**config.mk**
```make
export PLATFORM = sky130hd
export DESIGN_NAME = tilt_motion_ctrl
export DESIGN_NICKNAME = d
export VERILOG_FILES = /design/src/rtl/tilt_motion_pkg.sv /design/src/rtl/tilt_motion_ctrl_axis_stepper.sv /design/src/rtl/tilt_motion_ctrl.sv
export SDC_FILE = /design/constraint.sdc
export NUM_CORES = 1
export LEC_CHECK = 0
export CAP_MARGIN = 20
export CORE_MARGIN = 10
export CORE_UTILIZATION = 40
export DETAILED_ROUTE_END_ITERATION = 16
export DONT_BUFFER_PORTS = 1
export GPL_TIMING_DRIVEN = 0
export PLACE_DENSITY = 0.6
export SYNTH_ARGS = -nofsm -noshare
export SYNTH_HDL_FRONTEND = slang
export SYNTH_HIERARCHICAL = 1
export SYNTH_SLANG_ARGS = --single-unit
```
**constraint.sdc**
```tcl
create_clock -name clk -period 11.15 [get_ports clk]
set_input_delay 0.5575 -clock clk [delete_from_list [all_inputs] [get_ports clk]]
set_output_delay 0.5575 -clock clk [all_outputs]
set_load 0.03 [all_outputs]
```
**src/rtl/tilt_motion_pkg.sv**
```systemverilog
// Shared definitions for the tilt motion controller.
//   ACCEL_W        accelerometer sample width
//   OFF_W          signed offset width (one bit wider than a sample)
//   FILT_W         smoothing filter state width (sample scaled by 4)
//   SUM_W          calibration accumulator width
//   LEVEL_DEFAULT  zero-tilt level used after reset
//   state_t        top-level FSM encoding (ST_RUN, ST_CAL)
//   iir_step       one update of the optional smoothing filter
package tilt_motion_pkg;

    localparam int ACCEL_W       = 9;
    localparam int OFF_W         = 10;
    localparam int FILT_W        = 11;
    localparam int SUM_W         = 12;
    localparam int LEVEL_DEFAULT = 256;

    typedef enum logic [0:0] {
        ST_RUN = 1'b0,
        ST_CAL = 1'b1
    } state_t;

    // f + (4*s - f) / 4 with the state held at 4x scale; the result always
    // lies between f and 4*s, so it never leaves the FILT_W range.
    function automatic logic [FILT_W-1:0] iir_step(input logic [FILT_W-1:0] f,
                                                   input logic [ACCEL_W-1:0] s);
        logic signed [FILT_W:0] diff;
        logic signed [FILT_W:0] upd;
        diff = $signed({1'b0, s, 2'b00}) - $signed({1'b0, f});
        upd  = $signed({1'b0, f}) + (diff >>> 2);
        return upd[FILT_W-1:0];
    endfunction

endpackage

```
**src/rtl/tilt_motion_ctrl_axis_stepper.sv**
```systemverilog
// axis_stepper: converts one axis sample into step pulses.
// Computes the signed offset from the level point, applies the deadzone,
// maps the tilt magnitude to a step period in ticks and counts ticks.
// Ports:
//   clk, reset          system clock, synchronous active-high reset
//   tick                one-cycle sample tick (sample/center valid)
//   hold                clears the counter and suppresses steps
//   sample, center      current axis sample and level point
//   step_inc, step_dec  combinational step request, valid only with tick
module axis_stepper
    import tilt_motion_pkg::*;
#(
    parameter int DEADZONE   = 16,
    parameter int PERIOD_MAX = 64,
    parameter int PERIOD_MIN = 4
) (
    input  logic               clk,
    input  logic               reset,
    input  logic               tick,
    input  logic               hold,
    input  logic [ACCEL_W-1:0] sample,
    input  logic [ACCEL_W-1:0] center,
    output logic               step_inc,
    output logic               step_dec
);

    localparam int CNT_W = $clog2(PERIOD_MAX + 1);
    localparam int SPAN  = PERIOD_MAX - PERIOD_MIN;

    logic signed [OFF_W-1:0] off;
    logic [OFF_W-1:0]        mag;
    logic [OFF_W-1:0]        excess;
    logic [CNT_W-1:0]        period;
    logic [CNT_W-1:0]        cnt_q;
    logic [CNT_W-1:0]        cnt_inc;
    logic                    dir_pos;
    logic                    active;
    logic                    sign_flip;
    logic                    reach;
    logic                    act_q;
    logic                    dir_q;

    always_comb begin
        off     = $signed({1'b0, sample}) - $signed({1'b0, center});
        mag     = off[OFF_W-1] ? OFF_W'(-off) : OFF_W'(off);
        dir_pos = ~off[OFF_W-1];
        active  = mag > OFF_W'(DEADZONE);
        // excess wraps when inactive; period is then unused
        excess  = mag - OFF_W'(DEADZONE);
        if (excess > OFF_W'(SPAN))
            period = CNT_W'(PERIOD_MIN);
        else
            period = CNT_W'(PERIOD_MAX) - CNT_W'(excess);
        // a direction change only counts if the previous tick was stepping
        sign_flip = act_q & (dir_q != dir_pos);
        cnt_inc   = cnt_q + CNT_W'(1);
        reach     = active & ~hold & ~sign_flip & (cnt_inc >= period);
        step_inc  = tick & reach & dir_pos;
        step_dec  = tick & reach & ~dir_pos;
    end

    always_ff @(posedge clk) begin
        if (reset) begin
            cnt_q <= '0;
            act_q <= 1'b0;
            dir_q <= 1'b0;
        end else if (tick) begin
            if (hold || !active) begin
                cnt_q <= '0;
                act_q <= 1'b0;
            end else begin
                act_q <= 1'b1;
                dir_q <= dir_pos;
                if (sign_flip || reach)
                    cnt_q <= '0;
                else
                    cnt_q <= cnt_inc;
            end
        end
    end

endmodule

```
**src/rtl/tilt_motion_ctrl.sv**
```systemverilog
// tilt_motion_ctrl: tilt / pushbutton motion controller for the ball.
// Holds the sample-tick prescaler, the calibration FSM, button arbitration
// and the two axis steppers. Buttons always override tilt stepping.
// Build option: define TILT_SMOOTH_EN to pass samples through a first-order
// IIR smoothing filter before the offset calculation.
// Ports:
//   clk, reset                    system clock, synchronous active-high reset
//   accel_x, accel_y              unsigned tilt samples, level nominally 256
//   tilt_en                       enables the tilt path
//   cal_req                       starts a level calibration
//   btn_xinc/xdec/yinc/ydec       debounced manual step requests
//   x_inc, x_dec, y_inc, y_dec    one-cycle step pulses
//   cal_busy                      calibration in progress
//   center_x, center_y            current level points
//
// state  | meaning
// ST_RUN | normal stepping, waiting for cal_req
// ST_CAL | averaging CAL_SAMPLES ticks to learn the level point
module tilt_motion_ctrl
    import tilt_motion_pkg::*;
#(
    parameter int TICK_DIV    = 100000,
    parameter int DEADZONE    = 16,
    parameter int PERIOD_MAX  = 64,
    parameter int PERIOD_MIN  = 4,
    parameter int CAL_SAMPLES = 8
) (
    input  logic               clk,
    input  logic               reset,
    input  logic [ACCEL_W-1:0] accel_x,
    input  logic [ACCEL_W-1:0] accel_y,
    input  logic               tilt_en,
    input  logic               cal_req,
    input  logic               btn_xinc,
    input  logic               btn_xdec,
    input  logic               btn_yinc,
    input  logic               btn_ydec,
    output logic               x_inc,
    output logic               x_dec,
    output logic               y_inc,
    output logic               y_dec,
    output logic               cal_busy,
    output logic [ACCEL_W-1:0] center_x,
    output logic [ACCEL_W-1:0] center_y
);

    localparam int TICK_W    = (TICK_DIV > 1) ? $clog2(TICK_DIV) : 1;
    localparam int CAL_SHIFT = $clog2(CAL_SAMPLES);
    localparam int CAL_W     = (CAL_SHIFT > 0) ? CAL_SHIFT : 1;

    logic [TICK_W-1:0]  tick_cnt;
    logic               tick;
    logic               tick_d;
    state_t             state_q;
    state_t             state_d;
    logic               cal_start;
    logic               cal_done;
    logic [CAL_W-1:0]   cal_left;
    logic [SUM_W-1:0]   sum_x;
    logic [SUM_W-1:0]   sum_y;
    logic [SUM_W-1:0]   sum_x_nxt;
    logic [SUM_W-1:0]   sum_y_nxt;
    logic [ACCEL_W-1:0] new_center_x;
    logic [ACCEL_W-1:0] new_center_y;
    logic [ACCEL_W-1:0] samp_x;
    logic [ACCEL_W-1:0] samp_y;
    logic               any_btn;
    logic               hold;
    logic               sx_inc;
    logic               sx_dec;
    logic               sy_inc;
    logic               sy_dec;

    // prescaler: tick is high for the single cycle at TICK_DIV-1
    assign tick = (tick_cnt == TICK_W'(TICK_DIV - 1));

    always_ff @(posedge clk) begin
        if (reset) begin
            tick_cnt <= '0;
            tick_d   <= 1'b0;
        end else begin
            tick_cnt <= tick ? '0 : tick_cnt + TICK_W'(1);
            tick_d   <= tick;
        end
    end

    // FSM state register
    always_ff @(posedge clk) begin
        if (reset)
            state_q <= ST_RUN;
        else
            state_q <= state_d;
    end

    // FSM next state
    always_comb begin
        state_d = state_q;
        case (state_q)
            ST_RUN:  if (cal_req) state_d = ST_CAL;
            ST_CAL:  if (tick && cal_left == '0) state_d = ST_RUN;
            default: state_d = ST_RUN;
        endcase
    end

    // FSM outputs
    always_comb begin
        cal_busy  = (state_q == ST_CAL);
        cal_start = (state_q == ST_RUN) && cal_req;
        cal_done  = (state_q == ST_CAL) && tick && (cal_left == '0);
    end

    assign sum_x_nxt    = sum_x + SUM_W'(accel_x);
    assign sum_y_nxt    = sum_y + SUM_W'(accel_y);
    assign new_center_x = sum_x_nxt[CAL_SHIFT +: ACCEL_W];
    assign new_center_y = sum_y_nxt[CAL_SHIFT +: ACCEL_W];

    always_ff @(posedge clk) begin
        if (reset) begin
            cal_left <= '0;
            sum_x    <= '0;
            sum_y    <= '0;
            center_x <= ACCEL_W'(LEVEL_DEFAULT);
            center_y <= ACCEL_W'(LEVEL_DEFAULT);
        end else if (cal_start) begin
            cal_left <= CAL_W'(CAL_SAMPLES - 1);
            sum_x    <= '0;
            sum_y    <= '0;
        end else if (cal_busy && tick) begin
            if (cal_done) begin
                center_x <= new_center_x;
                center_y <= new_center_y;
            end else begin
                sum_x    <= sum_x_nxt;
                sum_y    <= sum_y_nxt;
                cal_left <= cal_left - CAL_W'(1);
            end
        end
    end

`ifdef TILT_SMOOTH_EN
    logic [FILT_W-1:0] filt_x;
    logic [FILT_W-1:0] filt_y;

    // reload at calibration end so the filter starts settled on the new level
    always_ff @(posedge clk) begin
        if (reset) begin
            filt_x <= FILT_W'(LEVEL_DEFAULT * 4);
            filt_y <= FILT_W'(LEVEL_DEFAULT * 4);
        end else if (cal_done) begin
            filt_x <= {new_center_x, 2'b00};
            filt_y <= {new_center_y, 2'b00};
        end else if (tick) begin
            filt_x <= iir_step(filt_x, accel_x);
            filt_y <= iir_step(filt_y, accel_y);
        end
    end

    assign samp_x = filt_x[FILT_W-1:2];
    assign samp_y = filt_y[FILT_W-1:2];
`else
    always_ff @(posedge clk) begin
        if (reset) begin
            samp_x <= ACCEL_W'(LEVEL_DEFAULT);
            samp_y <= ACCEL_W'(LEVEL_DEFAULT);
        end else if (tick) begin
            samp_x <= accel_x;
            samp_y <= accel_y;
        end
    end
`endif

    assign any_btn = btn_xinc | btn_xdec | btn_yinc | btn_ydec;
    assign hold    = any_btn | ~tilt_en | cal_busy;

    axis_stepper #(
        .DEADZONE   (DEADZONE),
        .PERIOD_MAX (PERIOD_MAX),
        .PERIOD_MIN (PERIOD_MIN)
    ) u_axis_x (
        .clk      (clk),
        .reset    (reset),
        .tick     (tick_d),
        .hold     (hold),
        .sample   (samp_x),
        .center   (center_x),
        .step_inc (sx_inc),
        .step_dec (sx_dec)
    );

    axis_stepper #(
        .DEADZONE   (DEADZONE),
        .PERIOD_MAX (PERIOD_MAX),
        .PERIOD_MIN (PERIOD_MIN)
    ) u_axis_y (
        .clk      (clk),
        .reset    (reset),
        .tick     (tick_d),
        .hold     (hold),
        .sample   (samp_y),
        .center   (center_y),
        .step_inc (sy_inc),
        .step_dec (sy_dec)
    );

    // steppers run on tick_d so they see the sample registered on tick;
    // opposing buttons on one axis cancel
    always_ff @(posedge clk) begin
        if (reset) begin
            x_inc <= 1'b0;
            x_dec <= 1'b0;
            y_inc <= 1'b0;
            y_dec <= 1'b0;
        end else begin
            x_inc <= tick_d & (any_btn ? (btn_xinc & ~btn_xdec) : sx_inc);
            x_dec <= tick_d & (any_btn ? (btn_xdec & ~btn_xinc) : sx_dec);
            y_inc <= tick_d & (any_btn ? (btn_yinc & ~btn_ydec) : sy_inc);
            y_dec <= tick_d & (any_btn ? (btn_ydec & ~btn_yinc) : sy_dec);
        end
    end

endmodule

```
# --- Word level (Yosys, flattened, before mapping) ---
# Index checks and enable logic that the tools add are counted.
totals:
  word_cells: 125
  inputBits: 26
  output_inout_bits: 23
  reg_bits: 104
classes:
  n_eq_ne: 4
  n_mux: 20
  n_reduce_logical: 19
  n_addsub: 14
  magnitude_cmp: 6
  bitwise_logic: 42
ops:
  columns: ["operator", "n"]
  rows:
  - ["$mux 7", 6]
  - ["$add 12x9->12", 2]
  - ["$and 1x1->1", 22]
  - ["$gt 10x5->1 const B", 2]
  - ["$gt 10x6->1 const B", 2]
  - ["$mux 10", 2]
  - ["$neg 10->10", 2]
  - ["$sub 10x5->10 const B", 2]
  - ["$sub 9x9->10", 2]
  - ["$add 17x1->17 const B", 1]
  - ["$eq 17x17->1 const B", 1]
  - ["$not 1->1", 15]
  - ["$add 7x1->7 const B", 2]
  - ["$ge 7x7->1", 2]
  - ["$sub 7x7->7 const A", 2]
  - ["$mux 3", 3]
  - ["$mux 1", 8]
  - ["$reduce_and 2->1", 4]
  - ["$or 1x1->1", 5]
  - ["$logic_and 1x1->1", 4]
  - ["$logic_or 1x1->1", 4]
  - ["$reduce_or 2->1", 2]
  - ["$logic_not 3->1", 1]
  - ["$reduce_and 3->1", 1]
  - ["6 further kinds", 8]

# --- Depth between registers and ports, before layout ---
logic_depth:
  depth_word: 13
  depth_mapped: 26
  mapped_depth_nobuf: 26

# --- Cells and area by module ---
# Netlist, hierarchy kept.
modules_own_cells:
  columns: ["mod", "seq_area_each_um2", "cells_each", "instances", "area_each_um2"]
  rows:
  - ["tilt_motion_ctrl", 1721.7, 484, 1, 4231.6]
  - ["axis_stepper at u_axis_y", 180.2, 254, 1, 1850.5]
  - ["axis_stepper at u_axis_x", 180.2, 225, 1, 1719.1]

# --- Worst setup path before layout ---
# No wires, ideal clock.
synth_timing:
  kind: "flip-flop to flip-flop"
  from: "register center_x[1]"
  to: "register u_axis_x.cnt_q[2]"
  stages_incl_launch_ff: 24
  path_buffers: 0
  setup_slack_ns: 5.756
  synth_period_minus_slack_ns: 5.394
  arrival_ns: 5.324
  setup_ns: 0.070
  t_required_ns: 11.080
  path_cell_list: "dfxtp_1 > inv_1 > ha_1 > or2b_2 > a21oi_1 > xor2_1 > nor2_1 > nor2_1 > xnor2_1 > ha_1 > xor2_1 > xnor2_1 > o311ai_0 > nor4b_4 > nor2b_1 > ha_1 > nand2b_1 > a211oi_1 > o21bai_1 > a21oi_1 > o21ai_0 > a211oi_1 > o211ai_1 > a21oi_1"
synth_between:
  elab_chain_len: 11
  elab_cells_between_ends: 21
  classes_between: "4 x add/sub; 3 x order compare; 1 x eq/ne; 4 x mux; 6 x bitwise; 3 x reduce/logical"
synth_lines:
  columns: ["item", "line", "text"]
  rows:
  - ["start, declared", "tilt_motion_ctrl.sv:43", "output logic [ACCEL_W-1:0] center_x,"]
  - ["start signal, assigned", "tilt_motion_ctrl.sv:122", "center_x <= ACCEL_W'(LEVEL_DEFAULT);"]
  - ["start signal, assigned", "tilt_motion_ctrl.sv:130", "center_x <= new_center_x;"]
  - ["$sub 9x9->10 (*)", "tilt_motion_ctrl_axis_stepper.sv:44", "off = $signed({1'b0, sample}) - $signed({1'b0, center});"]
  - ["$neg 10->10", "tilt_motion_ctrl_axis_stepper.sv:45", "mag = off[OFF_W-1] ? OFF_W'(-off) : OFF_W'(off);"]
  - ["$mux 10", "tilt_motion_ctrl_axis_stepper.sv:45", null]
  - ["$sub 10x5->10", "tilt_motion_ctrl_axis_stepper.sv:49", "excess = mag - OFF_W'(DEADZONE);"]
  - ["$gt 10x6->1 / $sub 7x7->7 (equally long branches)", "tilt_motion_ctrl_axis_stepper.sv:50, tilt_motion_ctrl_axis_stepper.sv:53", null]
  - ["$mux 7", "tilt_motion_ctrl_axis_stepper.sv:50", "if (excess > OFF_W'(SPAN))"]
  - ["$ge 7x7->1", "tilt_motion_ctrl_axis_stepper.sv:57", "reach = active & ~hold & ~sign_flip & (cnt_inc >= period);"]
  - ["$and 1x1->1", "tilt_motion_ctrl_axis_stepper.sv:57", null]
  - ["$logic_or 1x1->1", "tilt_motion_ctrl_axis_stepper.sv:74", "if (sign_flip || reach)"]
  - ["$mux 7", "tilt_motion_ctrl_axis_stepper.sv:74", null]
  - ["$mux 7 (*)", "tilt_motion_ctrl_axis_stepper.sv:68", "if (hold || !active) begin"]
  - ["end signal, assigned", "tilt_motion_ctrl_axis_stepper.sv:77", "cnt_q <= cnt_inc;"]
  - ["end, declared", "tilt_motion_ctrl_axis_stepper.sv:34", "logic [CNT_W-1:0] cnt_q;"]
# Mark *: on every way between the ends. The rest lies on a longest branch, timed or not.
# A chain may end at the register's enable or synchronous reset.

# --- Worst setup path after layout ---
layout_timing:
  from: "register center_y[0]"
  to: "register u_axis_y.cnt_q[2]"
layout_between:
  elab_chain_len: 11
  elab_cells_between_ends: 21
  classes_between: "4 x add/sub; 3 x order compare; 1 x eq/ne; 4 x mux; 6 x bitwise; 3 x reduce/logical"
layout_lines:
  columns: ["item", "line", "text"]
  rows:
  - ["start, declared", "tilt_motion_ctrl.sv:44", "output logic [ACCEL_W-1:0] center_y"]
  - ["start signal, assigned", "tilt_motion_ctrl.sv:123", "center_y <= ACCEL_W'(LEVEL_DEFAULT);"]
  - ["start signal, assigned", "tilt_motion_ctrl.sv:131", "center_y <= new_center_y;"]
  - ["$sub 9x9->10 (*)", "tilt_motion_ctrl_axis_stepper.sv:44", null]
  - ["$neg 10->10", "tilt_motion_ctrl_axis_stepper.sv:45", null]
  - ["$mux 10", "tilt_motion_ctrl_axis_stepper.sv:45", null]
  - ["$sub 10x5->10", "tilt_motion_ctrl_axis_stepper.sv:49", null]
  - ["$gt 10x6->1 / $sub 7x7->7 (equally long branches)", "tilt_motion_ctrl_axis_stepper.sv:50, tilt_motion_ctrl_axis_stepper.sv:53", null]
  - ["$mux 7", "tilt_motion_ctrl_axis_stepper.sv:50", null]
  - ["$ge 7x7->1", "tilt_motion_ctrl_axis_stepper.sv:57", null]
  - ["$and 1x1->1", "tilt_motion_ctrl_axis_stepper.sv:57", null]
  - ["$logic_or 1x1->1", "tilt_motion_ctrl_axis_stepper.sv:74", null]
  - ["$mux 7", "tilt_motion_ctrl_axis_stepper.sv:74", null]
  - ["$mux 7 (*)", "tilt_motion_ctrl_axis_stepper.sv:68", null]
  - ["end signal, assigned", "tilt_motion_ctrl_axis_stepper.sv:77", null]
  - ["end, declared", "tilt_motion_ctrl_axis_stepper.sv:34", null]
# Marks and branches as above.

==> results.py <==
metrics = {
    "clock_network": {
        "cts_sinks": 104,
        "cts_setup_buffers": 0,
        "cts_tree": "done",
        "path_clk_slew_ps": 80,
        "clockBufferDepth": 2,
        "htreeDepth": 3,
        "ctsHoldBuffers": 0,
        "post_cts_resized": 0,
        "cts-buffers-inserted": 9,
        "clk_latency_ps": 360,
        "root_buffer": "clkbuf_16",
    },
    "sta": {
        "post-route-period-util_pct": 57.12,
        "rsz0062_at_grt": "no",
        "setup_viol": 0,
        "setup_ws_ps": 4781,
        "finalHoldViolCount": 0,
        "finClkSkew_ps": 15.39,
        "fin_crit_ps": 6369,
        "hold_ws_ps": 269.6,
        "max_freq_mhz": 157.0,
        "drv_slew": 0,
        "setup_tns_ps": 0,
        "max_slew_margin_pct": 36.54,
        "tightest_slew_ps": 949.6,
    },
    "power": {
        "irDropWorstVdd_mv": 0.07411,
        "powerDensity_nw_per_um2": 93.21,
        "p_total_mw": 0.7919,
        "power_leakage_nw": 3.245,
    },
    "global_routing": {
        "grt_pass1_wl_um": 33490,
        "grt_usage_pct": 15.66,
        "grt_antenna_before_repair": 0,
        "first_global_vias": 6386,
        "overflow": 0,
        "grt_max_degree": 20,
    },
    "detailed_routing": {
        "remaining_drc_errors": 0,
        "routed_wl_um": 20380,
        "route.antenna.remaining_nets": 0,
        "drtPass1Iterations": 5,
        "vias": 6945,
        "routedWlPerCell_um": 16.39,
        "drt_iter0_markers": 408,
        "viasPerCell": 5.583,
    },
    "floorplan": {
        "start_util_pct": 40.35,
        "rows": 51,
        "die_w_um": 159.7,
        "ios": 49,
        "die-area_um2": 25490,
        "core_area_um2": 19330,
        "dieHeight_um": 159.7,
    },
    "finish": {
        "synthToLayoutAreaGrowth_pct": 8.901,
        "final_nets": 1069,
        "postLayoutCellArea_um2": 8496,
        "antenna_cells": 0,
        "final_layout_size_suffix_gt1_share_pct": 6.231,
    },
    "placed_design": {
        "gp_congestion": 0.8475,
        "place_area_um2": 8133,
        "port_buffers": 0,
        "post-place-ws_ps": 4823,
        "dp_hpwl_um": 15800,
    },
    "synthesis": {
        "synth.distinct_cells": 82,
        "ys_top_cells_by_area": "dfxtp_1 27%, ha_1 10%, nor2_1 4.4%",
        "synthSimpleGateAreaFrac_pct": 26.69,
        "synth_compound_area_share_pct": 21.75,
        "avgSynthCellArea_um2": 8.101,
        "synth_xor_area_share_pct": 7.634,
        "yosysSeqAreaShare_pct": 26.69,
        "synth_top_family_by_area": "simple AND/OR/NAND/NOR gates",
        "synth_fa_ha_area_share_pct": 11.45,
        "netlist_instances": 963,
        "synthArstFlopShare_pct": 0,
        "synth_ff_type": "dfxtp_1",
        "syn_area_um2": 7801,
        "synth_mux_area_share_pct": 1.844,
        "synth-seq-cells": 104,
        "syn-num-nets": 1058,
        "ys_warn_count": 6,
        "synth_edf_count": 0,
        "synth_top_area_share_pct": 26.69,
        "synth_top_area_cell": "dfxtp_1",
    },
    "worst_setup_path": {
        "critPathLaunchType": "register",
        "cp-end-kind": "register",
        "path_max_fanout": 10,
        "path_class": "register to register",
        "cp.required_ps": 11440,
        "cp.arrival_ps": 6650,
    },
    "run": {
        "cap_viol_max_count": 0,
    },
    "outcome": {
        "outcome": "complete, no violations",
    },
    "worst_hold_path": {
        "hold_class": "input port to register",
    },
}
[cells in the mapped netlist (all sizes together), types with 3 or more instances]
cell type,count
nand2b,21
nor2b,9
a21oi,67
or4,8
a22oi,4
nor4b,4
ha,65
xnor2,37
and4,9
a2111o,4
dfxtp,104
nand3b,11
fa,4
a31o,3
nor4,10
nor3,27
or3,14
inv,34
o211ai,9
mux2i,11
nor2,92
nand3,54
a211oi,18
o21a,6
a31oi,9
o211a,4
a211o,6
nand2,80
a21o,17
a22o,17
o21ai,34
or2,8
a2111oi,5
xor2,31
o21bai,4
nand4,20
buf,14
clkbuf,25
nor3b,3
a32oi,3
and2,6
mux2,3
nand4b,6
o311ai,3
and3,10
[cell usage in the layout, fill, tap and decap left out, types with 20 or more instances in the layout]
cell	count
inv_1	34
nand2_1	80
nor3_1	27
nor2_1	92
xor2_1	31
xnor2_1	37
a21oi_1	67
ha_1	65
o21ai_0	34
clkbuf_1	23
nand4_1	20
nand2b_1	21
dfxtp_1	104
nand3_1	54
[power by group]
group | internal [mW] | leakage (nW) | switching (mW)
logic | 0.0102 | 2.23 | 0.0219
clock network | 0.225 | 0.176 | 0.159
registers | 0.373 | 0.839 | 0.00232
[layer usage]
layer | track usage, % | vias to the layer above | wire [µm]
li1 | - | 3560 | -
met1 | 20.82 | 3245 | 9726
met2 | 25.05 | 122 | 9443
met3 | 3.959 | 18 | 1005
met4 | 3.201 | 0 | 209
met5 | 0 | - | 0
[cell families (layout without fill, tap and decap cells)]
logic type / Yosys count / count (layout)
AO/OA/AOI/OAI: 236 / 236
XOR/XNOR: 68 / 68
adder cells (fa/ha/maj): 69 / 69
buffers and inverters: 75 / 91
flip-flops: 104 / 104
multiplexers: 14 / 14
AND/OR/NAND/NOR: 397 / 397
[per-stage QoR]
step                      util (%)  cells
after detailed placement     42.06   1228
final                        43.94   1244
after global placement       42.06   1228
after floorplan                  -    963
after CTS                    43.94   1244
after global routing         43.94   1244
[path summary, 6_finish.rpt]
kind	from	end	slack [ps]	cells after the start
worst min register to register	sum_x[5]	sum_x[5]	460	2
worst min-delay path	btn_ydec	y_inc	270	1
worst max-delay path	center_y[0]	u_axis_y/cnt_q[2]	4780	21
worst max register to register	center_y[0]	u_axis_y/cnt_q[2]	4780	21
[flip-flops by register name (all words and copies together) (netlist names), 7 cells and up]
register	flops
tick_cnt	17
sum_x	12
sum_y	12
center_x	9
center_y	9
samp_x	9
samp_y	9
u_axis_x/cnt_q	7
u_axis_y/cnt_q	7
[critical path, cell delays in order, from the launching register on]
cell       delay (ps)
dfxtp_1           580
ha_1              250
inv_1              50
fa_1              440
xnor2_1           640
nand3b_1          140
mux2i_1           270
nor4_1            100
nor2_1            370
ha_1              360
nor3b_1           210
o2bb2ai_1         190
xor2_1            340
nand4_1           150
ha_1              300
a211oi_1          210
o31ai_1           120
a31oi_1           280
o311ai_0          250
nor3_1            690
o21ai_0           170
a31oi_1           180
[final cells by class]
class,instances,area [µm²]
Tap cell,265,331.6
Inverter,36,135.1
Fill cell,1956,10840
Buffer,39,172.7
Multi-Input combinational cell,784,5411
Sequential cell,104,2082
Clock inverter,7,137.6
Clock buffer,9,225.2
Note: power is estimated with default switching activity, not from simulation.
